$ cat config.mk
export PLATFORM = sky130hd
export DESIGN_NAME = master1_ctrl
export DESIGN_NICKNAME = d
export VERILOG_FILES = /design/src/rtl/master1_ctrl.sv
export SDC_FILE = /design/constraint.sdc
export NUM_CORES = 1
export LEC_CHECK = 0
export CAP_MARGIN = 20
export CORE_ASPECT_RATIO = 0.75
export CORE_MARGIN = 5
export CORE_UTILIZATION = 50
export DETAILED_ROUTE_END_ITERATION = 8
export DONT_BUFFER_PORTS = 1
export MAX_ROUTING_LAYER = met4
export PLACE_DENSITY = 0.71
export SYNTH_ARGS = -nofsm -noshare
export SYNTH_HDL_FRONTEND = slang
export SYNTH_SLANG_ARGS = --single-unit
$ cat constraint.sdc
create_clock -name clk -period 2.1 [get_ports clk]
set_clock_uncertainty 0.05 [all_clocks]
set_input_delay 0.63 -clock clk [delete_from_list [all_inputs] [get_ports clk]]
set_output_delay 0.63 -clock clk [all_outputs]
set_load 0.05 [all_outputs]
$ cat src/rtl/master1_ctrl.sv
// rtl/master1_ctrl.sv - serial frame master with acknowledge, timeout and retry
//
// Sends one frame per accepted request, then waits for the slave's acknowledge.
// Frame on tx, one bit per clock: start 0, SLAVE_ADDR MSB first, data register
// MSB first, stop 1. After an acknowledge the data register increments; after
// MAX_RETRY unanswered retransmissions the frame is dropped.
//
// Ports:
//   clk        - single clock, all state changes on the rising edge
//   rstn       - asynchronous active-low reset
//   data_ready - transaction request, sampled only in IDLE
//   rx         - serial line from slave, idle high, low = acknowledge
//   tx         - registered serial line to slave, idle high
module master1_ctrl #(
    parameter int                    ADDR_WIDTH  = 4,
    parameter int                    DATA_WIDTH  = 8,
    parameter logic [ADDR_WIDTH-1:0] SLAVE_ADDR  = 4'h1,
    parameter logic [DATA_WIDTH-1:0] DATA_INIT   = 8'h00,
    parameter int                    ACK_TIMEOUT = 16,
    parameter int                    MAX_RETRY   = 2
) (
    input  logic clk,
    input  logic rstn,
    input  logic data_ready,
    input  logic rx,
    output logic tx
);

    localparam int FRAME_LEN = ADDR_WIDTH + DATA_WIDTH + 2;
    localparam int BC_W      = $clog2(FRAME_LEN + 1);
    localparam int TO_W      = $clog2(ACK_TIMEOUT + 1);
    localparam int RT_W      = $clog2(MAX_RETRY + 2);

    typedef enum logic [1:0] {
        IDLE,
        SEND,
        WAIT_ACK,
        DONE
    } state_t;

    state_t                  state, state_n;
    logic                    tx_n;
    logic [FRAME_LEN-1:0]    shift, shift_n;
    logic [BC_W-1:0]         bit_cnt, bit_cnt_n;
    logic [TO_W-1:0]         to_cnt, to_cnt_n;
    logic [RT_W-1:0]         retry, retry_n;
    logic [DATA_WIDTH-1:0]   data_reg, data_n;
    logic [FRAME_LEN-1:0]    frame;

    assign frame = {1'b0, SLAVE_ADDR, data_reg, 1'b1};

    always_ff @(posedge clk or negedge rstn) begin
        if (!rstn) begin
            state    <= IDLE;
            tx       <= 1'b1;
            shift    <= '1;
            bit_cnt  <= '0;
            to_cnt   <= '0;
            retry    <= '0;
            data_reg <= DATA_INIT;
        end else begin
            state    <= state_n;
            tx       <= tx_n;
            shift    <= shift_n;
            bit_cnt  <= bit_cnt_n;
            to_cnt   <= to_cnt_n;
            retry    <= retry_n;
            data_reg <= data_n;
        end
    end

    always_comb begin
        state_n   = state;
        tx_n      = 1'b1;
        shift_n   = shift;
        bit_cnt_n = bit_cnt;
        to_cnt_n  = to_cnt;
        retry_n   = retry;
        data_n    = data_reg;

        case (state)
            IDLE: begin
                if (data_ready) begin
                    // Start bit goes out on the accepting edge itself, so the
                    // shifter is loaded with the remaining bits only.
                    tx_n      = frame[FRAME_LEN-1];
                    shift_n   = {frame[FRAME_LEN-2:0], 1'b1};
                    bit_cnt_n = BC_W'(1);
                    retry_n   = '0;
                    state_n   = SEND;
                end
            end

            SEND: begin
                if (bit_cnt == BC_W'(FRAME_LEN)) begin
                    // Stop bit has been on the line for a full cycle.
                    to_cnt_n = '0;
                    state_n  = WAIT_ACK;
                end else begin
                    tx_n      = shift[FRAME_LEN-1];
                    shift_n   = {shift[FRAME_LEN-2:0], 1'b1};
                    bit_cnt_n = bit_cnt + BC_W'(1);
                end
            end

            WAIT_ACK: begin
                if (!rx) begin
                    state_n = DONE;
                end else if (to_cnt == TO_W'(ACK_TIMEOUT - 1)) begin
                    if (retry < RT_W'(MAX_RETRY)) begin
                        // Re-enter SEND at bit 0 so the start bit is driven
                        // on the following edge, not this one.
                        retry_n   = retry + RT_W'(1);
                        shift_n   = frame;
                        bit_cnt_n = '0;
                        state_n   = SEND;
                    end else begin
                        retry_n = '0;
                        state_n = IDLE;
                    end
                end else begin
                    to_cnt_n = to_cnt + TO_W'(1);
                end
            end

            DONE: begin
                data_n  = data_reg + DATA_WIDTH'(1);
                retry_n = '0;
                state_n = IDLE;
            end

            default: state_n = IDLE;
        endcase
    end

endmodule

==> results of run 1 <==
[power by group through the flow]
stage	logic, µW	clock network, µW	registers (µW)
after global placement	1470	0	1240
after CTS	1580	647	1250
after detailed placement	1560	0	1260
after floorplan	1180	0	1200
final	1640	629	1260
after global routing	1840	683	1290
[cells by family (layout without fill, tap and decap cells)]
family                     count (synthesis)  after routing  share of synthesized area (%)
AOI/OAI and AO/OA                         44             44                           16.4
xor gates and xnor gates                   7              7                           3.33
adders and majority gates                 10             10                           6.79
buffers and inverters                     16             25                           3.40
DFF                                       35             35                           48.5
muxes                                      4              4                           2.38
and+or+nand+nor                           74             74                           19.2
[routing by layer]
metal	part of all wire [%]	global-route usage (%)
met5	0	-
met4	1.7	7.59
met3	3.0	3.89
met1	50	25.7
met2	46	22.3
[Yosys cell counts, types with 3 or more instances]
cell type / count
sky130_fd_sc_hd__nand2_1: 29
sky130_fd_sc_hd__dfrtp_1: 21
sky130_fd_sc_hd__dfstp_2: 14
sky130_fd_sc_hd__nor2_1: 14
sky130_fd_sc_hd__o21ai_0: 12
sky130_fd_sc_hd__ha_1: 10
sky130_fd_sc_hd__nand3_1: 9
sky130_fd_sc_hd__clkbuf_1: 8
sky130_fd_sc_hd__o31ai_1: 8
sky130_fd_sc_hd__a21oi_1: 7
sky130_fd_sc_hd__a221oi_1: 7
sky130_fd_sc_hd__inv_1: 5
sky130_fd_sc_hd__nand4_1: 5
sky130_fd_sc_hd__and3_1: 4
sky130_fd_sc_hd__nand2b_1: 4
sky130_fd_sc_hd__xnor2_1: 4
sky130_fd_sc_hd__mux2_2: 3
sky130_fd_sc_hd__nor2b_1: 3
sky130_fd_sc_hd__xor2_1: 3
[stage by stage]
step | power (µW) | instances | setup slack [ns] | instance area [µm²]
after floorplan | 2380 | 190 | 0.140 | 1840
after global placement | 2720 | 240 | 0.113 | 1930
after detailed placement | 2820 | 240 | 0.0363 | 1930
after CTS | 3480 | 249 | 0.0293 | 2050
after global routing | 3810 | 251 | -0.00198 | 2110
final | 3530 | 251 | 0.0551 | 2110
[worst max path at each step]
stage               startpoint   endpoint  slack, ns
detailed placement   to_cnt[0]  to_cnt[3]       0.04
floorplan            to_cnt[0]  to_cnt[3]       0.14
global route         to_cnt[0]  to_cnt[3]     -0.002
CTS                  to_cnt[0]  to_cnt[3]       0.03
global placement     to_cnt[0]  to_cnt[3]       0.11
finish               to_cnt[0]  to_cnt[3]       0.06
[repair_timing]
item,CTS,global route
hold buffers,1,0
resized for setup,0,4
buffers inserted,0,1
endpoints found under the hold margin,21,0
endpoints found under the setup margin,0,2
[cell type report]
cell class | instances | area (µm²)
Fill cell | 306 | 1500
Multi-Input combinational cell | 139 | 907
Sequential cell | 35 | 893
Timing Repair Buffer | 11 | 105
Clock buffer | 6 | 82.6
Tap cell | 52 | 65.1
Clock inverter | 2 | 35.0
Inverter | 6 | 22.5
==> run summary, run 1 <==
STATUS
------------------------------------------------------------------------------------------
Result of the run ........................................................... complete, no violations

WORST SETUP PATH
------------------------------------------------------------------------------------------
Cell count along the critical path ..........................................            7
Delay of the slowest critical-path stage ....................................      0.47 ns
Reg2reg path depth ..........................................................            7
Minimum setup slack among reg-to-reg paths ..................................      0.06 ns
Type of the worst setup path ................................................ flop to flop
Number of buffers and inverters on the critical path ........................            0
Critical-path cell list ..................................................... ha_2 > and3_1 > ha_1 > and3b_2 > o2bb2ai_4 > or4b_1 > nand3_1
Reg-to-reg endpoint .........................................................    to_cnt[3]
Signal arrival time at the worst endpoint ...................................      2.22 ns
R2r startpoint ..............................................................    to_cnt[0]
Master of the slowest instance on the critical path ......................... sky130_fd_sc_hd__or4b_1
Critical path startpoint category ...........................................         flop
Worst-path fanout max .......................................................            7
Worst path top cell family by delay ......................................... simple AND/OR/NAND/NOR gates
Req. time, crit path ........................................................      2.28 ns
Type of element capturing the critical path .................................         flop

GLOBAL ROUTING
------------------------------------------------------------------------------------------
Total global routing track utilization ......................................        17.3%
Global-route wire length before repair ......................................      6460 µm
Initial antenna violation count .............................................            0
Global route overflow .......................................................            0
Pin count of the biggest net entering global routing ........................           22
Number of global-route vias before repair ...................................         1315

PWR
------------------------------------------------------------------------------------------
Sequential fraction of design power .........................................        35.7%
Combinational share of power ................................................        46.5%
Switching share of total power ..............................................        41.5%
Int Pwr .....................................................................      2060 µW
Net load switching power ....................................................      1460 µW
Leakage power of the design .................................................  0.000901 µW
Share of total power in the clock network ...................................        17.8%
Power density over the cells ................................................  1670 mW/mm²
Worst-case vdd ir drop ......................................................       817 µV

LAYOUT
------------------------------------------------------------------------------------------
Commonest cells after routing, fill and taps aside .......................... sky130_fd_sc_hd__nand2_1, sky130_fd_sc_hd__dfrtp_1, sky130_fd_sc_hd__nor2_1, sky130_fd_sc_hd__dfstp_2, sky130_fd_sc_hd__o21ai_0
Area added between synthesis and finish .....................................        14.6%
Diode insertion count for antenna repair ....................................            0
Final cell utilization of the core ..........................................        58.4%
Most common cell after layout, fill and taps aside .......................... sky130_fd_sc_hd__nand2_1
Max FFs per register ........................................................           13
Ratio of cells with drive above 1 in the final layout .......................        20.1%
Post-layout net count .......................................................          212

LOGIC SYNTHESIS
------------------------------------------------------------------------------------------
Cell area after synthesis ...................................................  0.00184 mm²
Post-synth top area cell .................................................... sky130_fd_sc_hd__dfrtp_1
Post-synthesis async set-or-reset flop share ................................         100%
Post-synth top flop ......................................................... sky130_fd_sc_hd__dfrtp_1
Flip-flop and latch count after synthesis ...................................           35
Synthesized netlist cell count ..............................................          190
Average cell area after synthesis ...........................................     9.69 µm²
Ys Warns ....................................................................            0
Post-Syn Nets ...............................................................          204
Post-synth EDFFs ............................................................            0
Portion of synthesized cell area occupied by the leading cell type ..........        28.5%
Unique cell type count in the Yosys netlist .................................           33
Top cells by area, synth .................................................... sky130_fd_sc_hd__dfrtp_1, sky130_fd_sc_hd__dfstp_2, sky130_fd_sc_hd__ha_1, sky130_fd_sc_hd__nand2_1, sky130_fd_sc_hd__a221oi_1
Sequential area share after synthesis .......................................        48.5%

CTS
------------------------------------------------------------------------------------------
Root Buffer ................................................................. sky130_fd_sc_hd__clkbuf_8
Number of buffers created by CTS ............................................            5
CTS H-tree depth ............................................................            2
TritonCTS clock tree ........................................................         done
Clock edge transition at the registers on the reported setup and hold paths .      0.07 ns
Clk sinks ...................................................................           35
Buffer depth of the longest clock path ......................................            2
Clock insertion delay at the later pin of the skew report ...................      0.29 ns

FLOORPLANNING
------------------------------------------------------------------------------------------
Number of core rows .........................................................           19
Core area ...................................................................  0.00361 mm²
Die outline height ..........................................................      62.6 µm
Width of the die ............................................................      80.1 µm
Initial core utilization ....................................................        51.0%
Die Footprint ...............................................................  0.00501 mm²
Number of I/O pins ..........................................................            5

DRT
------------------------------------------------------------------------------------------
DR pass1 iterations .........................................................            5
DRT iter0 DRCs ..............................................................           89
Detailed Route WL ...........................................................      3830 µm
Count of antenna-violating nets left after detailed routing .................            0
Total via count after detailed routing ......................................         1438
Wire length per cell ........................................................      15.2 µm
Vias per cell ...............................................................         5.73
Remaining DRCs ..............................................................            0

STA
------------------------------------------------------------------------------------------
Timing-limited maximum frequency ............................................      489 MHz
Post-route minimum period ...................................................      2.04 ns
Number of hold-slack violations in the final timing report ..................            0
Actual transition at the worst max-transition pin ...........................     0.368 ns
Slew headroom ...............................................................        75.4%
Fin Hold WS .................................................................     0.126 ns
Number of max-slew violations in the final report ...........................            0
Total negative setup slack ..................................................         0 ns
Post-route fraction of the period consumed by the critical path .............        97.4%
Setup violation total in the final timing report ............................            0

PLACEMENT
------------------------------------------------------------------------------------------
Port Buffer Count ...........................................................            0
Weighted congestion at the end of routability-driven global placement .......        0.816
HPWL Detailed ...............................................................      2560 µm

JOB
------------------------------------------------------------------------------------------
Reported max-cap violation count ............................................            0

MIN PATH
------------------------------------------------------------------------------------------
Class of the worst hold path ................................................ input port to async pin

Note: power is estimated with default switching activity, not from simulation.
==> inputs of run 2 (changes only) <==
- PLACE_DENSITY: 0.71 -> 0.68
- SKIP_LAST_GASP: default -> 1
- clock period: 2.1 -> 2.5 ns (I/O delays scaled with it)
==> run summary, run 2 (synthesis gave the netlist of run 1 again) <==
DRT
------------------------------------------------------------------------------------------
Wire length per cell ........................................................      15.3 µm   +0.55%
DR pass1 iterations .........................................................            4   -1
Count of antenna-violating nets left after detailed routing .................            0   unchanged
Remaining DRCs ..............................................................            0   unchanged
Total via count after detailed routing ......................................         1393   -3.1%
Vias per cell ...............................................................         5.69   -0.76%
DRT iter0 DRCs ..............................................................           82   -7.9%
Detailed Route WL ...........................................................      3760 µm   -1.9%

LAYOUT
------------------------------------------------------------------------------------------
Filler cells ................................................................          337   +10%
Diode insertion count for antenna repair ....................................            0   unchanged
Area added between synthesis and finish .....................................        8.02%
Ratio of cells with drive above 1 in the final layout .......................        16.1%   -4.0 points
Post-layout net count .......................................................          206   -2.8%
Max FFs per register ........................................................           13   unchanged
Commonest cells after routing, fill and taps aside .......................... sky130_fd_sc_hd__nand2_1, sky130_fd_sc_hd__dfrtp_1, sky130_fd_sc_hd__nor2_1, sky130_fd_sc_hd__dfstp_2, sky130_fd_sc_hd__o21ai_0
Most common cell after layout, fill and taps aside .......................... sky130_fd_sc_hd__nand2_1
Final cell count without fillers ............................................          245   -2.4%

GLOBAL ROUTING
------------------------------------------------------------------------------------------
GR met1 Demand/Resource .....................................................        24.6%   -1.1 points
Global-route wire length before repair ......................................      6460 µm   unchanged
Pin count of the biggest net entering global routing ........................           36   +64%
Initial antenna violation count .............................................            0   unchanged
Busiest grt layer ...........................................................         met1
Total global routing track utilization ......................................        17.2%   -0.11 points
Global route overflow .......................................................            0   unchanged
Number of global-route vias before repair ...................................         1328   +0.99%
Met3 Use GR .................................................................        4.47%   +0.58 points
Global-route track usage on met2 ............................................        22.6%   +0.31 points

FLOORPLANNING
------------------------------------------------------------------------------------------
Number of core rows .........................................................           19   unchanged
Die Footprint ...............................................................  0.00501 mm²   unchanged
Initial core utilization ....................................................        51.0%   unchanged
Width of the die ............................................................      80.1 µm   unchanged
Core area ...................................................................  0.00361 mm²   unchanged
Number of I/O pins ..........................................................            5   unchanged
Die outline height ..........................................................      62.6 µm   unchanged

PWR
------------------------------------------------------------------------------------------
Leakage power of the design .................................................  0.000843 µW   -6.4%
Power density over the cells ................................................  1380 mW/mm²   -17%
Worst-case vdd ir drop ......................................................       665 µV   -19%

CTS
------------------------------------------------------------------------------------------
Cells resized by post-CTS repair ............................................            0   unchanged
Clk sinks ...................................................................           35   unchanged
CTS H-tree depth ............................................................            2   unchanged
Clock insertion delay at the later pin of the skew report ...................      0.30 ns   about the same
Buffer depth of the longest clock path ......................................            2   unchanged
Clock edge transition at the registers on the reported setup and hold paths .      0.07 ns   about the same
Post-CTS setup buffers ......................................................            0   unchanged
Number of buffers created by CTS ............................................            5   unchanged
Total of hold buffers inserted after clock tree synthesis ...................            0   -1
TritonCTS clock tree ........................................................         done
Root Buffer ................................................................. sky130_fd_sc_hd__clkbuf_8

PLACEMENT
------------------------------------------------------------------------------------------
HPWL Detailed ...............................................................      2610 µm   +1.8%
Port Buffer Count ...........................................................            0   unchanged
Number of placed instances, taps included ...................................          237   -1.3%
Weighted congestion at the end of routability-driven global placement .......        0.794   -2.6%

STA
------------------------------------------------------------------------------------------
RSZ-0062 raised after global routing ........................................        false
Timing-limited maximum frequency ............................................      476 MHz   -2.7%
Post-route minimum period ...................................................      2.10 ns   +0.0576 ns
Slew headroom ...............................................................        65.0%   -10 points
Actual transition at the worst max-transition pin ...........................     0.523 ns   +0.155 ns
Number of max-slew violations in the final report ...........................            0   unchanged
Post-route fraction of the period consumed by the critical path .............        84.1%   -13 points
Number of hold-slack violations in the final timing report ..................            0   unchanged
Total negative setup slack ..................................................         0 ns   unchanged
Setup violation total in the final timing report ............................            0   unchanged

WORST SETUP PATH
------------------------------------------------------------------------------------------
Critical path startpoint category ...........................................         flop
Type of the worst setup path ................................................ flop to flop
Req. time, crit path ........................................................      2.65 ns   +0.37 ns
R2r startpoint ..............................................................     state[0]
Source of the critical timing path ..........................................     state[0]
Signal arrival time at the worst endpoint ...................................      2.26 ns   +0.04 ns
Worst setup endpoint ........................................................     shift[8]
Type of element capturing the critical path .................................         flop
Minimum setup slack among reg-to-reg paths ..................................      0.40 ns   +0.34 ns
Reg-to-reg endpoint .........................................................     shift[8]
Worst-path fanout max .......................................................           26   +19
Reg2reg path depth ..........................................................            6   -1

STATUS
------------------------------------------------------------------------------------------
Result of the run ........................................................... complete, no violations

MIN PATH
------------------------------------------------------------------------------------------
Class of the worst hold path ................................................ input port to async pin

JOB
------------------------------------------------------------------------------------------
Reported max-cap violation count ............................................            0   unchanged

-- run 2: changes by cell type in the layout (fill, tap and decap cells not counted), sizes merged --
| cell | delta |
|---|---|
| buf | -5 |
| bufinv | -1 |
| clkinvlp | +1 |
| dlygate4sd3 | -1 |
-- run 2: through the flow --
step | hold slack [ns] | power, µW | cell area (µm²) | setup slack [ns] | util [%]
6_report | 0.0952 | 2740 | 1990 | 0.397 | 55.1
5_1_grt | 0.0813 | 2970 | 1990 | 0.174 | 55.1
4_1_cts | 0.0837 | 2750 | 1990 | 0.403 | 55.1
3_5_place_dp | 0.405 | 2340 | 1900 | 0.392 | 52.7
3_3_place_gp | 0.405 | 2250 | 1900 | 0.495 | 52.7
2_1_floorplan | 0.400 | 2000 | 1840 | 0.540 | -
-- run 2: worst max-delay path, stage by stage (launching register included) --
cell	delay, ns
sky130_fd_sc_hd__dfrtp_1	0.42
sky130_fd_sc_hd__inv_1	0.10
sky130_fd_sc_hd__ha_1	0.36
sky130_fd_sc_hd__a21bo_2	0.29
sky130_fd_sc_hd__nand4_1	0.21
sky130_fd_sc_hd__buf_4	0.29
sky130_fd_sc_hd__o31ai_1	0.29
-- run 2: how the worst min path moves through the flow --
stage                     slack [ns]  cells past startpoint     endpoint
after floorplan                 0.40                      0   bit_cnt[0]
after global placement          0.41                      0    to_cnt[1]
after detailed placement        0.41                      0    to_cnt[1]
after CTS                       0.08                      0  data_reg[7]
after global routing            0.08                      0     retry[0]
final                            0.1                      0  data_reg[7]
-- run 2: power breakdown --
part           total, µW  switching (µW)  internal, µW
logic               1280             774           503
clock network        400             206           194
registers           1070             224           842
-- run 2: layer usage --
metal | routed length (µm) | vias up
li1 | - | 682
met1 | 1890 | 667
met2 | 1580 | 36
met3 | 206 | 8
met4 | 82 | 0
met5 | 0 | -
-- run 2: area by class of cell --
| type | count | area, µm² | share of cell area, % |
|---|---|---|---|
| Clock buffer | 6 | 72.6 | 3.65 |
| Clock inverter | 2 | 12.5 | 0.629 |
| Inverter | 6 | 22.5 | 1.13 |
| Multi-Input combinational cell | 139 | 886 | 44.5 |
| Sequential cell | 35 | 893 | 44.9 |
| Tap cell | 52 | 65.1 | 3.27 |
| Timing Repair Buffer | 5 | 37.5 | 1.89 |
==> inputs of run 3 (changes only) <==
- clock period: 2.5 -> 2.1 ns (I/O delays scaled with it)
==> run summary, run 3 (synthesis gave the netlist of run 1 again) <==
PLACEMENT
------------------------------------------------------------------------------------------
Port Buffer Count ...........................................................            0   unchanged
HPWL Detailed ...............................................................      2570 µm   -1.7%
Weighted congestion at the end of routability-driven global placement .......        0.782   -1.6%
Post-Place Cell Area ........................................................  0.00195 mm²   +2.2%

STATUS
------------------------------------------------------------------------------------------
Result of the run ........................................................... complete, no violations

STA
------------------------------------------------------------------------------------------
Total negative setup slack ..................................................         0 ns   unchanged
Number of hold-slack violations in the final timing report ..................            0   unchanged
Actual transition at the worst max-transition pin ...........................     0.510 ns   -0.0122 ns
RSZ-0062 raised after global routing ........................................         true
Setup violation total in the final timing report ............................            0   unchanged
Slew headroom ...............................................................        65.9%   +0.91 points
Timing-limited maximum frequency ............................................      488 MHz   +2.6%
Post-route fraction of the period consumed by the critical path .............        97.6%   +14 points
Number of max-slew violations in the final report ...........................            0   unchanged
Post-route minimum period ...................................................      2.05 ns   -0.0523 ns

GLOBAL ROUTING
------------------------------------------------------------------------------------------
Global-route wire length before repair ......................................      6520 µm   +0.96%
Number of global-route vias before repair ...................................         1419   +6.9%
Pin count of the biggest net entering global routing ........................           31   -14%
Initial antenna violation count .............................................            0   unchanged
Total global routing track utilization ......................................        17.1%   -0.12 points
Global route overflow .......................................................            0   unchanged

DRT
------------------------------------------------------------------------------------------
Count of antenna-violating nets left after detailed routing .................            0   unchanged
DRT iter0 DRCs ..............................................................          109   +33%
Wire length per cell ........................................................      15.2 µm   -0.60%
Remaining DRCs ..............................................................            0   unchanged
Detailed Route WL ...........................................................      3820 µm   +1.8%
DR pass1 iterations .........................................................            4   unchanged
Total via count after detailed routing ......................................         1409   +1.1%
Vias per cell ...............................................................         5.61   -1.3%

PWR
------------------------------------------------------------------------------------------
Leakage power of the design .................................................  0.000888 µW   +5.3%
Combinational share of power ................................................        47.5%   +1.0 points
Net load switching power ....................................................      1430 µW   +19%
Worst-case vdd ir drop ......................................................       765 µV   +15%
Switching share of total power ..............................................        41.8%   -2.1 points
Sequential fraction of design power .........................................        36.9%   -2.0 points
Share of total power in the clock network ...................................        15.6%   +1.0 points
Power density over the cells ................................................  1640 mW/mm²   +19%
Int Pwr .....................................................................      1990 µW   +29%

MIN PATH
------------------------------------------------------------------------------------------
Class of the worst hold path ................................................ input port to async pin

FLOORPLANNING
------------------------------------------------------------------------------------------
Core area ...................................................................  0.00361 mm²   unchanged
Number of I/O pins ..........................................................            5   unchanged
Width of the die ............................................................      80.1 µm   unchanged
Number of core rows .........................................................           19   unchanged
Initial core utilization ....................................................        51.0%   unchanged
Die Footprint ...............................................................  0.00501 mm²   unchanged
Die outline height ..........................................................      62.6 µm   unchanged

WORST SETUP PATH
------------------------------------------------------------------------------------------
Signal arrival time at the worst endpoint ...................................      2.21 ns   -0.05 ns
Critical path startpoint category ...........................................         flop
Reg2reg path depth ..........................................................            7   +1
Type of the worst setup path ................................................ flop to flop
Req. time, crit path ........................................................      2.26 ns   -0.39 ns
Type of element capturing the critical path .................................         flop
Worst-path fanout max .......................................................            6   -77%

LAYOUT
------------------------------------------------------------------------------------------
Max FFs per register ........................................................           13   unchanged
Post-layout net count .......................................................          212   +2.9%
Diode insertion count for antenna repair ....................................            0   unchanged
Ratio of cells with drive above 1 in the final layout .......................        19.6%   +3.5 points
Area of all placed cells without fillers ....................................  0.00208 mm²   +4.6%
Commonest cells after routing, fill and taps aside .......................... sky130_fd_sc_hd__nand2_1, sky130_fd_sc_hd__dfrtp_1, sky130_fd_sc_hd__nor2_1, sky130_fd_sc_hd__dfstp_2, sky130_fd_sc_hd__o21ai_0
Area added between synthesis and finish .....................................        13.0%
Most common cell after layout, fill and taps aside .......................... sky130_fd_sc_hd__nand2_1

CTS
------------------------------------------------------------------------------------------
TritonCTS clock tree ........................................................         done
Clock insertion delay at the later pin of the skew report ...................      0.28 ns   -0.02 ns
Post-CTS setup buffers ......................................................            0   unchanged
Root Buffer ................................................................. sky130_fd_sc_hd__clkbuf_8
CTS H-tree depth ............................................................            2   unchanged
Clk sinks ...................................................................           35   unchanged
Number of buffers created by CTS ............................................            5   unchanged
Clock edge transition at the registers on the reported setup and hold paths .      0.07 ns   about the same
Buffer depth of the longest clock path ......................................            2   unchanged

JOB
------------------------------------------------------------------------------------------
Reported max-cap violation count ............................................            0   unchanged

-- run 3: cell count changes in the layout (fill, tap and decap cells not counted), sizes merged --
cell | before | now
dlygate4sd3 | 0 | 1
clkinvlp | 1 | 0
buf | 5 | 10
clkbuf | 6 | 8
clkinv | 2 | 1
-- run 3: layer usage --
metal  wire [µm]  global-route usage [%]  part of all wire [%]  vias to the layer above
met5           0                       -                     0                        -
met4          69                    6.54                   1.8                        0
li1            -                       -                     -                      688
met1        1770                    21.5                    46                      686
met3         120                    4.47                   3.1                        8
met2        1860                    26.3                    49                       27
-- run 3: layout make-up --
type / count / area (µm²)
sequential: 35 / 893
timing repair buffer: 11 / 105
multi-input combinational: 139 / 895
tap: 52 / 65.1
clock buffer: 8 / 100
inverter: 6 / 22.5
fill: 318 / 1530
-- run 3: critical path, stage by stage (launching register included) --
cell	delay (ns)
sky130_fd_sc_hd__dfrtp_1	0.41
sky130_fd_sc_hd__ha_2	0.21
sky130_fd_sc_hd__and3_1	0.18
sky130_fd_sc_hd__ha_1	0.19
sky130_fd_sc_hd__and3b_2	0.26
sky130_fd_sc_hd__o2bb2ai_2	0.10
sky130_fd_sc_hd__or4b_1	0.48
sky130_fd_sc_hd__nand3_1	0.11
-- run 3: path summary, 6_finish.rpt --
kind / from / to / slack, ns
max: to_cnt[0] / to_cnt[3] / 0.05
min: rstn / shift[3] / 0.13
max reg2reg: to_cnt[0] / to_cnt[3] / 0.05
min reg2reg: shift[8] / shift[8] / 0.42
max in group asynchronous: rstn / data_reg[0] / 0.82
min in group clk: shift[8] / shift[8] / 0.42
-- run 3: metrics by stage --
step,util [%],instances,setup WS (ns),total power [µW],hold slack [ns]
floorplan,-,190,0.140,2380,0.284
global placement,53.9,241,0.123,2770,0.285
detailed placement,53.9,241,0.0407,2870,0.285
CTS,56.9,250,0.0225,3420,0.126
global route,57.6,251,-0.0241,3710,0.116
finish,57.6,251,0.0498,3420,0.134
-- run 3: power groups by stage --
stage	Clock, µW	Sequential, µW	Combinational [µW]
CTS	546	1260	1620
global placement	0	1240	1530
floorplan	0	1200	1180
detailed placement	0	1260	1600
global route	586	1300	1820
finish	533	1260	1630
-- run 3: what timing repair did --
action                                  CTS  global route
endpoints found under the hold margin    21             0
endpoints found under the setup margin    0             2
gates resized for setup                   0             3
hold buffers                              1             0
